File: config.mk
export PLATFORM = sky130hd
export DESIGN_NAME = ws2812b_encoder_flat
export DESIGN_NICKNAME = d
export VERILOG_FILES = /design/src/rtl/ws2812b_encoder_if.sv /design/src/rtl/ws2812b_encoder.sv /design/src/flat_wrapper.sv
export SDC_FILE = /design/constraint.sdc
export NUM_CORES = 1
export LEC_CHECK = 0
export CORE_MARGIN = 4
export CORE_UTILIZATION = 52
export DETAILED_ROUTE_END_ITERATION = 8
export PLACE_DENSITY_LB_ADDON = 0.15
export SYNTH_ARGS = -nofsm -noshare
export SYNTH_HDL_FRONTEND = slang
export SYNTH_SLANG_ARGS = --single-unit
File: constraint.sdc
create_clock -name clk -period 2.98 [get_ports clk]
set_input_delay 0.596 -clock clk [delete_from_list [all_inputs] [get_ports clk]]
set_output_delay 0.596 -clock clk [all_outputs]
set_load 0.01 [all_outputs]
File: src/rtl/ws2812b_encoder_if.sv
// Pixel stream and latch-request channel from the peripheral register block
// into the WS2812B encoder.
interface ws2812b_encoder_if;
  logic        pix_valid;
  logic [23:0] pix_data;
  logic        pix_ready;
  logic        latch;

  modport master (
    output pix_valid,
    output pix_data,
    output latch,
    input  pix_ready
  );

  modport slave (
    input  pix_valid,
    input  pix_data,
    input  latch,
    output pix_ready
  );
endinterface

File: src/rtl/ws2812b_encoder.sv
// WS2812B transmitter: one-deep pixel holding buffer feeding an MSB-first NRZ
// pulse-width serialiser, plus an on-request low latch gap that commits the frame.
module ws2812b_encoder #(
  parameter int T0H_CYC   = 26,
  parameter int T1H_CYC   = 51,
  parameter int BIT_CYC   = 80,
  parameter int RESET_CYC = 3200
) (
  input  logic             clk,
  input  logic             rst_n,
  ws2812b_encoder_if.slave pix_if,
  output logic             dout,
  output logic             busy,
  output logic             latch_done
);

  localparam int MAX_CYC = (BIT_CYC > RESET_CYC) ? BIT_CYC : RESET_CYC;
  localparam int CNT_W   = (MAX_CYC > 1) ? $clog2(MAX_CYC) : 1;

  localparam logic [CNT_W-1:0] CNT_ZERO   = CNT_W'(32'd0);
  localparam logic [CNT_W-1:0] CNT_ONE    = CNT_W'(32'd1);
  localparam logic [CNT_W-1:0] BIT_LAST   = CNT_W'(BIT_CYC - 32'sd1);
  localparam logic [CNT_W-1:0] RESET_LAST = CNT_W'(RESET_CYC - 32'sd1);
  localparam logic [CNT_W-1:0] T0H_LEN    = CNT_W'(T0H_CYC);
  localparam logic [CNT_W-1:0] T1H_LEN    = CNT_W'(T1H_CYC);

  typedef enum logic [1:0] {
    ST_IDLE  = 2'd0,
    ST_SEND  = 2'd1,
    ST_LATCH = 2'd2
  } state_t;

  state_t           state_q,    state_d;
  logic [CNT_W-1:0] cyc_q,      cyc_d;
  logic [4:0]       bit_q,      bit_d;
  logic [23:0]      shift_q,    shift_d;
  logic [23:0]      buf_q,      buf_d;
  logic             buf_full_q, buf_full_d;
  logic             pend_q,     pend_d;
  logic             dout_q,     dout_d;
  logic             busy_q,     busy_d;
  logic             done_q,     done_d;
  logic             ready_q,    ready_d;

  logic             accept_s;
  logic             load_s;
  logic [CNT_W-1:0] hi_len_s;

  // Next-state logic for the serialiser FSM, holding buffer and registered outputs.
  always_comb begin
    state_d    = state_q;
    cyc_d      = cyc_q;
    bit_d      = bit_q;
    shift_d    = shift_q;
    buf_d      = buf_q;
    buf_full_d = buf_full_q;
    pend_d     = pend_q;
    done_d     = 1'b0;
    load_s     = 1'b0;
    accept_s   = pix_if.pix_valid && ready_q;
    hi_len_s   = T0H_LEN;
    dout_d     = 1'b0;
    busy_d     = 1'b0;
    ready_d    = 1'b1;

    // A latch request is only remembered outside the gap it would trigger.
    if (pix_if.latch && (state_q != ST_LATCH)) begin
      pend_d = 1'b1;
    end else begin
      pend_d = pend_q;
    end

    case (state_q)
      ST_IDLE: begin
        if (buf_full_q) begin
          load_s  = 1'b1;
          state_d = ST_SEND;
          shift_d = buf_q;
          bit_d   = 5'd23;
          cyc_d   = CNT_ZERO;
        end else if (pend_q) begin
          state_d = ST_LATCH;
          cyc_d   = CNT_ZERO;
        end else begin
          state_d = ST_IDLE;
        end
      end

      ST_SEND: begin
        if (cyc_q != BIT_LAST) begin
          cyc_d = cyc_q + CNT_ONE;
        end else if (bit_q != 5'd0) begin
          cyc_d   = CNT_ZERO;
          bit_d   = bit_q - 5'd1;
          shift_d = {shift_q[22:0], 1'b0};
        end else if (buf_full_q) begin
          // Gapless hand-over: the next pixel's first bit starts on the following cycle.
          load_s  = 1'b1;
          state_d = ST_SEND;
          shift_d = buf_q;
          bit_d   = 5'd23;
          cyc_d   = CNT_ZERO;
        end else if (pend_q) begin
          state_d = ST_LATCH;
          cyc_d   = CNT_ZERO;
        end else begin
          state_d = ST_IDLE;
          cyc_d   = CNT_ZERO;
        end
      end

      ST_LATCH: begin
        if (cyc_q != RESET_LAST) begin
          cyc_d = cyc_q + CNT_ONE;
        end else begin
          state_d = ST_IDLE;
          cyc_d   = CNT_ZERO;
          pend_d  = 1'b0;
          done_d  = 1'b1;
        end
      end

      default: begin
        state_d = ST_IDLE;
        cyc_d   = CNT_ZERO;
        bit_d   = 5'd0;
      end
    endcase

    if (accept_s) begin
      buf_d      = pix_if.pix_data;
      buf_full_d = 1'b1;
    end else if (load_s) begin
      buf_full_d = 1'b0;
    end else begin
      buf_full_d = buf_full_q;
    end

    // Outputs are derived from next state so the registered line matches cyc_q/shift_q.
    if (shift_d[23]) begin
      hi_len_s = T1H_LEN;
    end else begin
      hi_len_s = T0H_LEN;
    end

    if (state_d == ST_SEND) begin
      dout_d = (cyc_d < hi_len_s);
    end else begin
      dout_d = 1'b0;
    end

    busy_d  = (state_d != ST_IDLE) || buf_full_d || pend_d;
    ready_d = !buf_full_d;
  end

  // State, datapath and output registers; reset drops any partially sent pixel.
  always_ff @(posedge clk or negedge rst_n) begin
    if (!rst_n) begin
      state_q    <= ST_IDLE;
      cyc_q      <= CNT_ZERO;
      bit_q      <= 5'd0;
      shift_q    <= 24'd0;
      buf_q      <= 24'd0;
      buf_full_q <= 1'b0;
      pend_q     <= 1'b0;
      dout_q     <= 1'b0;
      busy_q     <= 1'b0;
      done_q     <= 1'b0;
      ready_q    <= 1'b1;
    end else begin
      state_q    <= state_d;
      cyc_q      <= cyc_d;
      bit_q      <= bit_d;
      shift_q    <= shift_d;
      buf_q      <= buf_d;
      buf_full_q <= buf_full_d;
      pend_q     <= pend_d;
      dout_q     <= dout_d;
      busy_q     <= busy_d;
      done_q     <= done_d;
      ready_q    <= ready_d;
    end
  end

  assign pix_if.pix_ready = ready_q;
  assign dout             = dout_q;
  assign busy             = busy_q;
  assign latch_done       = done_q;

endmodule
File: src/flat_wrapper.sv
// flat-port wrapper written by rule: the top's interface ports become plain ports
module ws2812b_encoder_flat 
#(
  parameter int T0H_CYC   = 26,
  parameter int T1H_CYC   = 51,
  parameter int BIT_CYC   = 80,
  parameter int RESET_CYC = 3200
)
  (clk, rst_n, dout, busy, latch_done, pix_if_pix_valid, pix_if_pix_data, pix_if_latch, pix_if_pix_ready);
  ws2812b_encoder_if pix_if_i ();
  input  logic clk;
  input  logic rst_n;
  output logic dout;
  output logic busy;
  output logic latch_done;
  input wire logic [$bits(pix_if_i.pix_valid)-1:0] pix_if_pix_valid;
  input wire logic [$bits(pix_if_i.pix_data)-1:0] pix_if_pix_data;
  input wire logic [$bits(pix_if_i.latch)-1:0] pix_if_latch;
  output wire logic [$bits(pix_if_i.pix_ready)-1:0] pix_if_pix_ready;
  assign pix_if_i.pix_valid = pix_if_pix_valid;
  assign pix_if_i.pix_data = pix_if_pix_data;
  assign pix_if_i.latch = pix_if_latch;
  assign pix_if_pix_ready = pix_if_i.pix_ready;
  ws2812b_encoder #(.T0H_CYC(T0H_CYC), .T1H_CYC(T1H_CYC), .BIT_CYC(BIT_CYC), .RESET_CYC(RESET_CYC)) u_core (.clk(clk), .rst_n(rst_n), .pix_if(pix_if_i), .dout(dout), .busy(busy), .latch_done(latch_done));
endmodule
Word-level counts from Yosys, hierarchy flattened

Index checks and enable logic that the tools add are counted.

Input port bits: 28
Bits in registers: 73
Logic and storage cells: 66

Bitwise logic cells: 1
Add/sub/neg operators: 2
Equal/unequal tests: 7
Mux-type cells: 32
Order comparisons: 1
Reduce and logical (&&, ||, !) cells: 11

Operator list:

| cell                                                                  | count |
|---|---|
| 24-bit 2-to-1 mux                                                     | 3 |
| 12-bit 2-to-1 mux                                                     | 4 |
| 24-bit one-hot mux with 2 select lines                                | 1 |
| 12-bit one-hot mux with 3 select lines                                | 1 |
| 5-bit 2-to-1 mux                                                      | 3 |
| 5-bit one-hot mux with 3 select lines                                 | 1 |
| 12-bit by 1-bit adder with 12-bit output, second input constant       | 1 |
| 12-bit by 6-bit less-than comparator with 1-bit output                | 1 |
| 12-bit != test, second input constant                                 | 1 |
| 12-bit by 7-bit != test with 1-bit output, second input constant      | 1 |
| 1-bit 2-to-1 mux                                                      | 11 |
| 2-bit 2-to-1 mux                                                      | 5 |
| 6-bit 2-to-1 mux                                                      | 1 |
| 2-bit one-hot mux with 3 select lines                                 | 1 |
| 5-bit nonzero test                                                    | 1 |
| 5-bit by 1-bit subtractor with 5-bit output, second input constant    | 1 |
| 2-bit by 1-bit equality test with 1-bit output, second input constant | 2 |
| 2-bit != test, second input constant                                  | 2 |
| 2-bit AND reduction                                                   | 2 |
| 2-bit nonzero test                                                    | 2 |
| 2-bit equality test, second input constant                            | 1 |
| 1-bit logical AND                                                     | 2 |
| 2-bit zero test                                                       | 1 |
| 1-bit logical OR                                                      | 2 |
| other kinds (3)                                                       | 3 |

Logic depth before layout (Yosys ltp)

Depth after elaboration: 8
Depth in mapped cells: 11
Depth with buffers taken out: 11

Worst setup path before layout

No wires, ideal clock.

Path kind: reg2reg
From: reg u_core.cyc_q[7]
To: reg u_core.dout_q, in the netlist u_core.dout
Data arrival time: 2.933 ns
Clock period less this slack: 3.020 ns
Slack: -0.040 ns
Data required time: 2.893 ns
Stages on the path, launching flop included: 12
Path through: dfrtp_1 > buf_6 > or4b_4 > o41ai_4 > and2_2 > a31oi_1 > o21ai_0 > o21ai_0 > ha_1 > nor4b_1 > or4b_1 > a211oi_2

Elaborated cells between the ends (all ways): 17
Classes of those cells: add/sub (1); order compare (1); eq/ne (3); mux (12)

RTL lines:

| what                                                                        | RTL line                                      | source |
|---|---|---|
| start, declared                                                             | ws2812b_encoder.sv:34                         | `logic [CNT_W-1:0] cyc_q, cyc_d;` |
| start signal, assigned                                                      | ws2812b_encoder.sv:172                        | `cyc_q <= cyc_d;` |
| 12-bit != test or 12-bit by 7-bit != test with 1-bit output (tied branches) | ws2812b_encoder.sv:113, ws2812b_encoder.sv:90 |  |
| 12-bit 2-to-1 mux (on tied branches)                                        | ws2812b_encoder.sv:113, ws2812b_encoder.sv:90 |  |
| 12-bit one-hot mux with 3 select lines *                                    | ws2812b_encoder.sv:73                         | `case (state_q)` |
| net u_core.cyc_d[5]                                                         | ws2812b_encoder.sv:34                         |  |
| 12-bit by 6-bit less-than comparator with 1-bit output *                    | ws2812b_encoder.sv:147                        | `dout_d = (cyc_d < hi_len_s);` |
| 1-bit 2-to-1 mux *                                                          | ws2812b_encoder.sv:146                        | `if (state_d == ST_SEND) begin` |
| net u_core.dout_d                                                           | ws2812b_encoder.sv:40                         | `logic dout_q, dout_d;` |
| end signal, assigned                                                        | ws2812b_encoder.sv:178                        | `dout_q <= dout_d;` |
| end, declared                                                               | ws2812b_encoder.sv:40                         |  |

The timed path passes the listed nets; every way through them passes the cells marked *. The select of a mux whose other input is x is not followed.
A chain may end at the register's enable or synchronous reset.

Final worst setup path

From: reg u_core.cyc_q[8]
To: reg u_core.dout_q, in the netlist u_core.dout

Same word-level chain as after synthesis.

==> metrics.json <==
{
  "synthTopCellsByArea": "sky130_fd_sc_hd__dfrtp_1, sky130_fd_sc_hd__mux2_2, sky130_fd_sc_hd__a22oi_1",
  "syn_to_final_growth_pct": 23.2,
  "cellLeakagePower_nw": 1.82,
  "placed_wire_length_estimate_after_detailed_placement_um": 5280,
  "dr.first_iter.drc_count": 159,
  "finalHoldWorstSlack_ns": 0.371,
  "finalWirelength_um": 7890,
  "power.density_cell_area_mw_per_mm2": 721,
  "die_h_um": 90.5,
  "fin_util_pct": 67.2,
  "worstPathArrival_ns": 3.14,
  "grt_util_all_layers_pct": 20.4,
  "report.final.slew_viol_count": 0,
  "vdd.ir_drop.worst_uv": 407,
  "power.internal_w": 0.00220,
  "synth.net_count": 366,
  "site_rows": 29,
  "power.clock.fraction_pct": 27.3,
  "global_route_wire_length_before_repair_um": 13400,
  "timing.critical_path.required_ns": 3.25,
  "clock_buffers_created_by_tritoncts": 9,
  "layout-drive-gt1-share_pct": 24.0,
  "p_comb_share_pct": 26.1,
  "tightestPinTransition_ns": 0.892,
  "setup-violations-final": 0,
  "clock_latency_ns": 0.35,
  "synth_cells": 333,
  "filler_cell_count": 503,
  "cell_area_after_technology_mapping_mm2": 0.00354,
  "finalHoldViolations": 0,
  "yosysTopAreaCell": "sky130_fd_sc_hd__dfrtp_1",
  "synth.distinct_cells": 51,
  "synth.ff_latch_count": 73,
  "detail-route-antenna-nets": 0,
  "route.detailed.drc": 0,
  "final_common_cell": "sky130_fd_sc_hd__dfrtp_1",
  "synth.avg_cell_area_um2": 10.6,
  "timing.fmax_mhz": 348,
  "synth_warnings": 0,
  "synth-async-reset-ratio_pct": 100,
  "cts_tree": "yes",
  "grt_pass1_vias": 2742,
  "finalNonFillerCells": 469,
  "critical_path_launch_point_type": "register",
  "core-area_mm2": 0.00649,
  "globalRoute.totalOverflow": 0,
  "layout_common_cells": "sky130_fd_sc_hd__dfrtp_1, sky130_fd_sc_hd__nand2_1, sky130_fd_sc_hd__o21ai_0, sky130_fd_sc_hd__buf_4, sky130_fd_sc_hd__clkdlybuf4s50_1",
  "synth_top_flop_cell": "sky130_fd_sc_hd__dfrtp_1",
  "layout_nets": 420,
  "port_buffers": 31,
  "htree_num_levels": 3,
  "clock-sinks": 73,
  "power.switching_w": 0.000944,
  "swShare_pct": 30.0,
  "endpoint_kind": "register",
  "die_x_extent_um": 90.5,
  "initial_core_util_pct": 54.5,
  "rrSetupSlack_ns": 0.11,
  "clk_pin_slew_ns": 0.08,
  "pin_count_of_the_biggest_net_entering_global_routing": 74,
  "p_total_w": 0.00315,
  "design_area_mm2": 0.00436,
  "gp_routability_congestion": 0.931,
  "drt_first_pass_iters": 4,
  "critPathMaxFanout": 3,
  "drt-vias-per-instance": 6.02,
  "initial_antenna_violation_count": 0,
  "outcome": "completed",
  "detailed_place.area_mm2": 0.00408,
  "finalWorstPathRequiredPeriod_ns": 2.87,
  "sequential_to_total_area_share_from_yosys_stat_pct": 51.6,
  "synth_top_cell_area_share_pct": 50.9,
  "holdCritPathClass": "in2async",
  "clk_root_buffer_cell": "sky130_fd_sc_hd__clkbuf_8",
  "io_pins": 32,
  "seq_power_share_pct": 46.6,
  "crit_type": "reg2reg",
  "synth_enable_flop_cells": 0,
  "vias": 2823,
  "routed_wire_length_per_instance_um": 16.8,
  "timing.max_slew.rel_slack_pct": 40.6,
  "drv.max_cap_violation_count": 0,
  "final_min_period_over_clock_period_pct": 96.3,
  "design.die.area_mm2": 0.00819,
  "antenna-diode-count": 0,
  "placedCellCount": 449,
  "timing.clock.skew_ns": 0.0108,
  "cts-root-to-sink-buffers": 2
}
-- Yosys cell counts, types with 2 or more instances --
cell,instances
sky130_fd_sc_hd__ha_1,5
sky130_fd_sc_hd__nand2_1,37
sky130_fd_sc_hd__buf_6,4
sky130_fd_sc_hd__nor2b_1,2
sky130_fd_sc_hd__nand4_1,4
sky130_fd_sc_hd__nand2b_1,6
sky130_fd_sc_hd__dfrtp_1,72
sky130_fd_sc_hd__o22a_1,2
sky130_fd_sc_hd__a31oi_1,5
sky130_fd_sc_hd__and3_1,2
sky130_fd_sc_hd__nand3_1,5
sky130_fd_sc_hd__inv_1,6
sky130_fd_sc_hd__nor3_1,5
sky130_fd_sc_hd__mux2_2,26
sky130_fd_sc_hd__or2b_1,2
sky130_fd_sc_hd__a211oi_1,4
sky130_fd_sc_hd__o31ai_1,2
sky130_fd_sc_hd__nor4b_1,3
sky130_fd_sc_hd__nor2_1,14
sky130_fd_sc_hd__o21ai_0,34
sky130_fd_sc_hd__xnor2_1,4
sky130_fd_sc_hd__a21o_1,4
sky130_fd_sc_hd__a21oi_1,8
sky130_fd_sc_hd__or4_1,2
sky130_fd_sc_hd__a21boi_0,2
sky130_fd_sc_hd__nor4_1,3
sky130_fd_sc_hd__a22oi_1,28
sky130_fd_sc_hd__and2_1,2
sky130_fd_sc_hd__clkbuf_1,16
sky130_fd_sc_hd__or2_2,2
sky130_fd_sc_hd__or4b_2,2
-- flip-flops by register name (all words and copies together), names as in the netlist --
signal                   cells
u_core.bit_q                 5
u_core.buf_full_q            1
u_core.buf_q                24
u_core.busy                  1
u_core.cyc_q                12
u_core.dout                  1
u_core.latch_done            1
u_core.pend_q                1
u_core.pix_if.pix_ready      1
u_core.shift_q              24
u_core.state_q               2
-- cell families (layout without fill, tap and decap cells) --
family / count (synthesis) / after routing / share of synthesized area [%]
flip-flops: 73 / 73 / 51.6
XOR/XNOR: 4 / 4 / 0.989
AO/OA/AOI/OAI: 101 / 101 / 19.4
multiplexers: 26 / 26 / 8.27
buffers and inverters: 27 / 86 / 3.82
AND/OR/NAND/NOR: 97 / 97 / 14.2
adder cells (fa/ha/maj): 5 / 5 / 1.77
-- power groups by stage --
stage	Clock [W]	Sequential, W	Combinational (W)
2_1_floorplan	0	0.00142	0.000545
3_3_place_gp	0	0.00147	0.000764
3_5_place_dp	0	0.00148	0.000794
4_1_cts	0.000883	0.00146	0.000818
5_1_grt	0.000926	0.00150	0.000917
6_report	0.000858	0.00147	0.000822
-- final timing paths --
check                              startpoint                  to  depth (start not counted)
hold reg to reg            u_core.shift_q[10]  u_core.shift_q[10]                          2
setup reg to reg              u_core.cyc_q[8]         u_core.dout                         10
min in group clk           u_core.shift_q[10]  u_core.shift_q[10]                          2
hold / removal                          rst_n         u_core.dout                          1
setup / recovery              u_core.cyc_q[8]         u_core.dout                         10
max in group asynchronous               rst_n  u_core.shift_q[11]                          1
-- worst max-delay path, stage by stage (launching register included) --
cell                       delay [ns]
sky130_fd_sc_hd__dfrtp_1         0.43
sky130_fd_sc_hd__or4b_4          0.52
sky130_fd_sc_hd__o41ai_4         0.27
sky130_fd_sc_hd__and2_4          0.20
sky130_fd_sc_hd__a31oi_1         0.04
sky130_fd_sc_hd__o21ai_1         0.13
sky130_fd_sc_hd__o21ai_1         0.10
sky130_fd_sc_hd__ha_2            0.21
sky130_fd_sc_hd__nor4b_2         0.25
sky130_fd_sc_hd__or4b_4          0.49
sky130_fd_sc_hd__a211oi_2        0.15
-- metrics by stage --
step	setup WS [ns]	setup TNS (ns)
after global placement	0.0883	0
after global routing	-0.000505	-0.000505
after detailed placement	-0.0187	-0.0187
after floorplan	0.0442	0
after CTS	0.0128	0
final	0.109	0
-- repair_timing --
action | 4_1_cts | 5_1_grt
endpoints found under the setup margin | 1 | 1
hold endpoints to repair | 0 | 0
resized for setup | 6 | 4
buffers inserted | 3 | 1
hold buffers | 0 | 0
pin swaps | 2 | 7
-- layer usage --
metal | vias to the layer above | part of all wire, % | track usage, %
li1 | 1338 | - | -
met1 | 1399 | 46 | 28.3
met2 | 75 | 47 | 31.5
met3 | 11 | 4.4 | 3.92
met4 | 0 | 1.8 | 8.04
met5 | - | 0 | 0
-- final cells by class --
cell class / count / area (um^2) / area share [%]
flip-flops and latches: 73 / 1830 / 41.9
multi-input cells: 233 / 1620 / 37.2
repair buffers: 64 / 572 / 13.1
clock buffers: 10 / 128 / 2.93
well taps: 77 / 96.3 / 2.21
clock inverters: 6 / 92.6 / 2.12
inverters: 6 / 22.5 / 0.516
Power figures use the tool's default switching activity.
==> edit (same settings) <==
`BIT_CYC` is set to 80 in 2 places; all go to 40.
--- a/src/rtl/ws2812b_encoder.sv
+++ b/src/rtl/ws2812b_encoder.sv
@@ -5,3 +5,3 @@
   parameter int T1H_CYC   = 51,
-  parameter int BIT_CYC   = 80,
+  parameter int BIT_CYC   = 40,
   parameter int RESET_CYC = 3200
--- a/src/flat_wrapper.sv
+++ b/src/flat_wrapper.sv
@@ -5,3 +5,3 @@
   parameter int T1H_CYC   = 51,
-  parameter int BIT_CYC   = 80,
+  parameter int BIT_CYC   = 40,
   parameter int RESET_CYC = 3200
Check against the original RTL: no difference found for any inputs over 10 cycles, from zero or initial values and one cycle with rst_n low; that may be too few to reach the edited logic, so the function may still have changed.
==> edit against the original RTL <==
  * Cell area decreased by 2.5%
  * Global-route usage increased by 0.48 points
  * Fmax decreased by 1.7%
  * Die area decreased by 2.4%
  * Count of clock-buffer cells in the layout unchanged
  * Wire length decreased by 3.1%
  * Setup slack got worse by 49 ps
  * Sequential cell count unchanged
  * Synthesized area decreased by 2.6%
  * Worst hold slack got worse by 85 ps
  * Critical path type unchanged
Power is not compared: it rests on default switching activity, and its combinational part moved more than twofold at a synthesized area within 25%.
==> edit: results (changes against the original RTL) <==
stage,metric,value,unit,change
placed_design,dp_worst_setup_slack,56.1,ps,+74.8 ps
timing,whs,286,ps,-84.8 ps
drt,met1Wirelength,3340,um,-8.8%
grt,track_usage,20.9,%,+0.48 points
setup_path,reg2reg_depth,8,,-2
finish,drive_gt1_share,21.8,%,-2.2 points
setup_path,rrSetupSlack,60,ps,-50 ps
setup_path,cpPeakStageDelay,550,ps,+30 ps
logic_synthesis,ys_seq_area_share,53.0,%,+1.4 points
placed_design,placed_area,3930,sq um,-3.5%
grt,grt_pass1_wl,12800,um,-4.5%
finish,seq_share,43.0,%,+1.1 points
drt,routed_wl,7650,um,-3.1%
finish,synthToLayoutAreaGrowth,23.4,%,
grt,met3_usage,3.23,%,-0.69 points
finish,multi_input_cells,223,,-4.3%
logic_synthesis,synth.distinct_cells,48,,-5.9%
drt,wl_met2,3880,um,+3.8%
placed_design,post-place-cells,432,,-3.8%
setup_path,reg2reg_from,u_core.cyc_q[4]$_DFF_PN0_,,
finish,clk_share,5.73,%,+0.69 points
finish,multi_input_area,1560,sq um,-4.2%
setup_path,crit_path_top_delay_cell,or4_4,,
drt,vias,2711,,-4.0%
grt,grt_max_degree,43,,-42%
finish,fillers,507,,+0.80%
grt,grtUsageMet2,33.9,%,+2.4 points
finish,nets,404,,-3.8%
run_status,status,completed,,
placed_design,hpwl,5060,um,-4.1%
==> edit: changes by cell type after synthesis, moves of 3 or more <==
cell and delta:
a211oi_1 -4, a22oi_1 -4, buf_6 -3, nand3_1 +4, nand3b_1 +3, nor2_1 -3
nor2b_1 +3, nor4b_1 -3, o22ai_1 +3, xnor2_1 -3
==> edit: worst max-delay path, delay by kind of cell (launching register included) <==
kind                     cells  cell delay, ps
AND/OR/NAND/NOR              5            2030
flip-flops                   1             380
buffers and inverters        1             170
AO/OA/AOI/OAI                1              70
adder cells (fa/ha/maj)      1             190
==> edit: logic make-up after synthesis <==
| kind of cell | after synthesis | synth area share, % |
|---|---|---|
| AO/OA/AOI/OAI | 96 | 18.1 |
| multiplexers | 27 | 8.74 |
| XOR/XNOR | 3 | 0.762 |
| buffers and inverters | 26 | 3.12 |
| flip-flops | 73 | 53.0 |
| AND/OR/NAND/NOR | 92 | 14.5 |
| adder cells (fa/ha/maj) | 5 | 1.81 |
==> edit: how the worst max path moves through the flow <==
stage | slack [ps] | cells past startpoint | endpoint
3_3_place_gp | 170 | 11 | u_core.dout$_DFF_PN0_
6_report | 60 | 8 | u_core.dout$_DFF_PN0_
4_1_cts | 20 | 11 | u_core.dout$_DFF_PN0_
3_5_place_dp | 60 | 11 | u_core.dout$_DFF_PN0_
5_1_grt | -40 | 11 | u_core.dout$_DFF_PN0_
2_1_floorplan | 150 | 11 | u_core.dout$_DFF_PN0_
==> edit: what timing repair did <==
| item | CTS | global route |
|---|---|---|
| setup buffers | 0 | 5 |
| endpoints found under the setup margin | 0 | 1 |
| gates resized for setup | 0 | 9 |
==> edit: report_power, final <==
group,total (W),internal (W),switching (W)
combinational,0.000195,0.000131,0.0000640
sequential,0.00118,0.00111,0.0000663
clock,0.000943,0.000563,0.000380
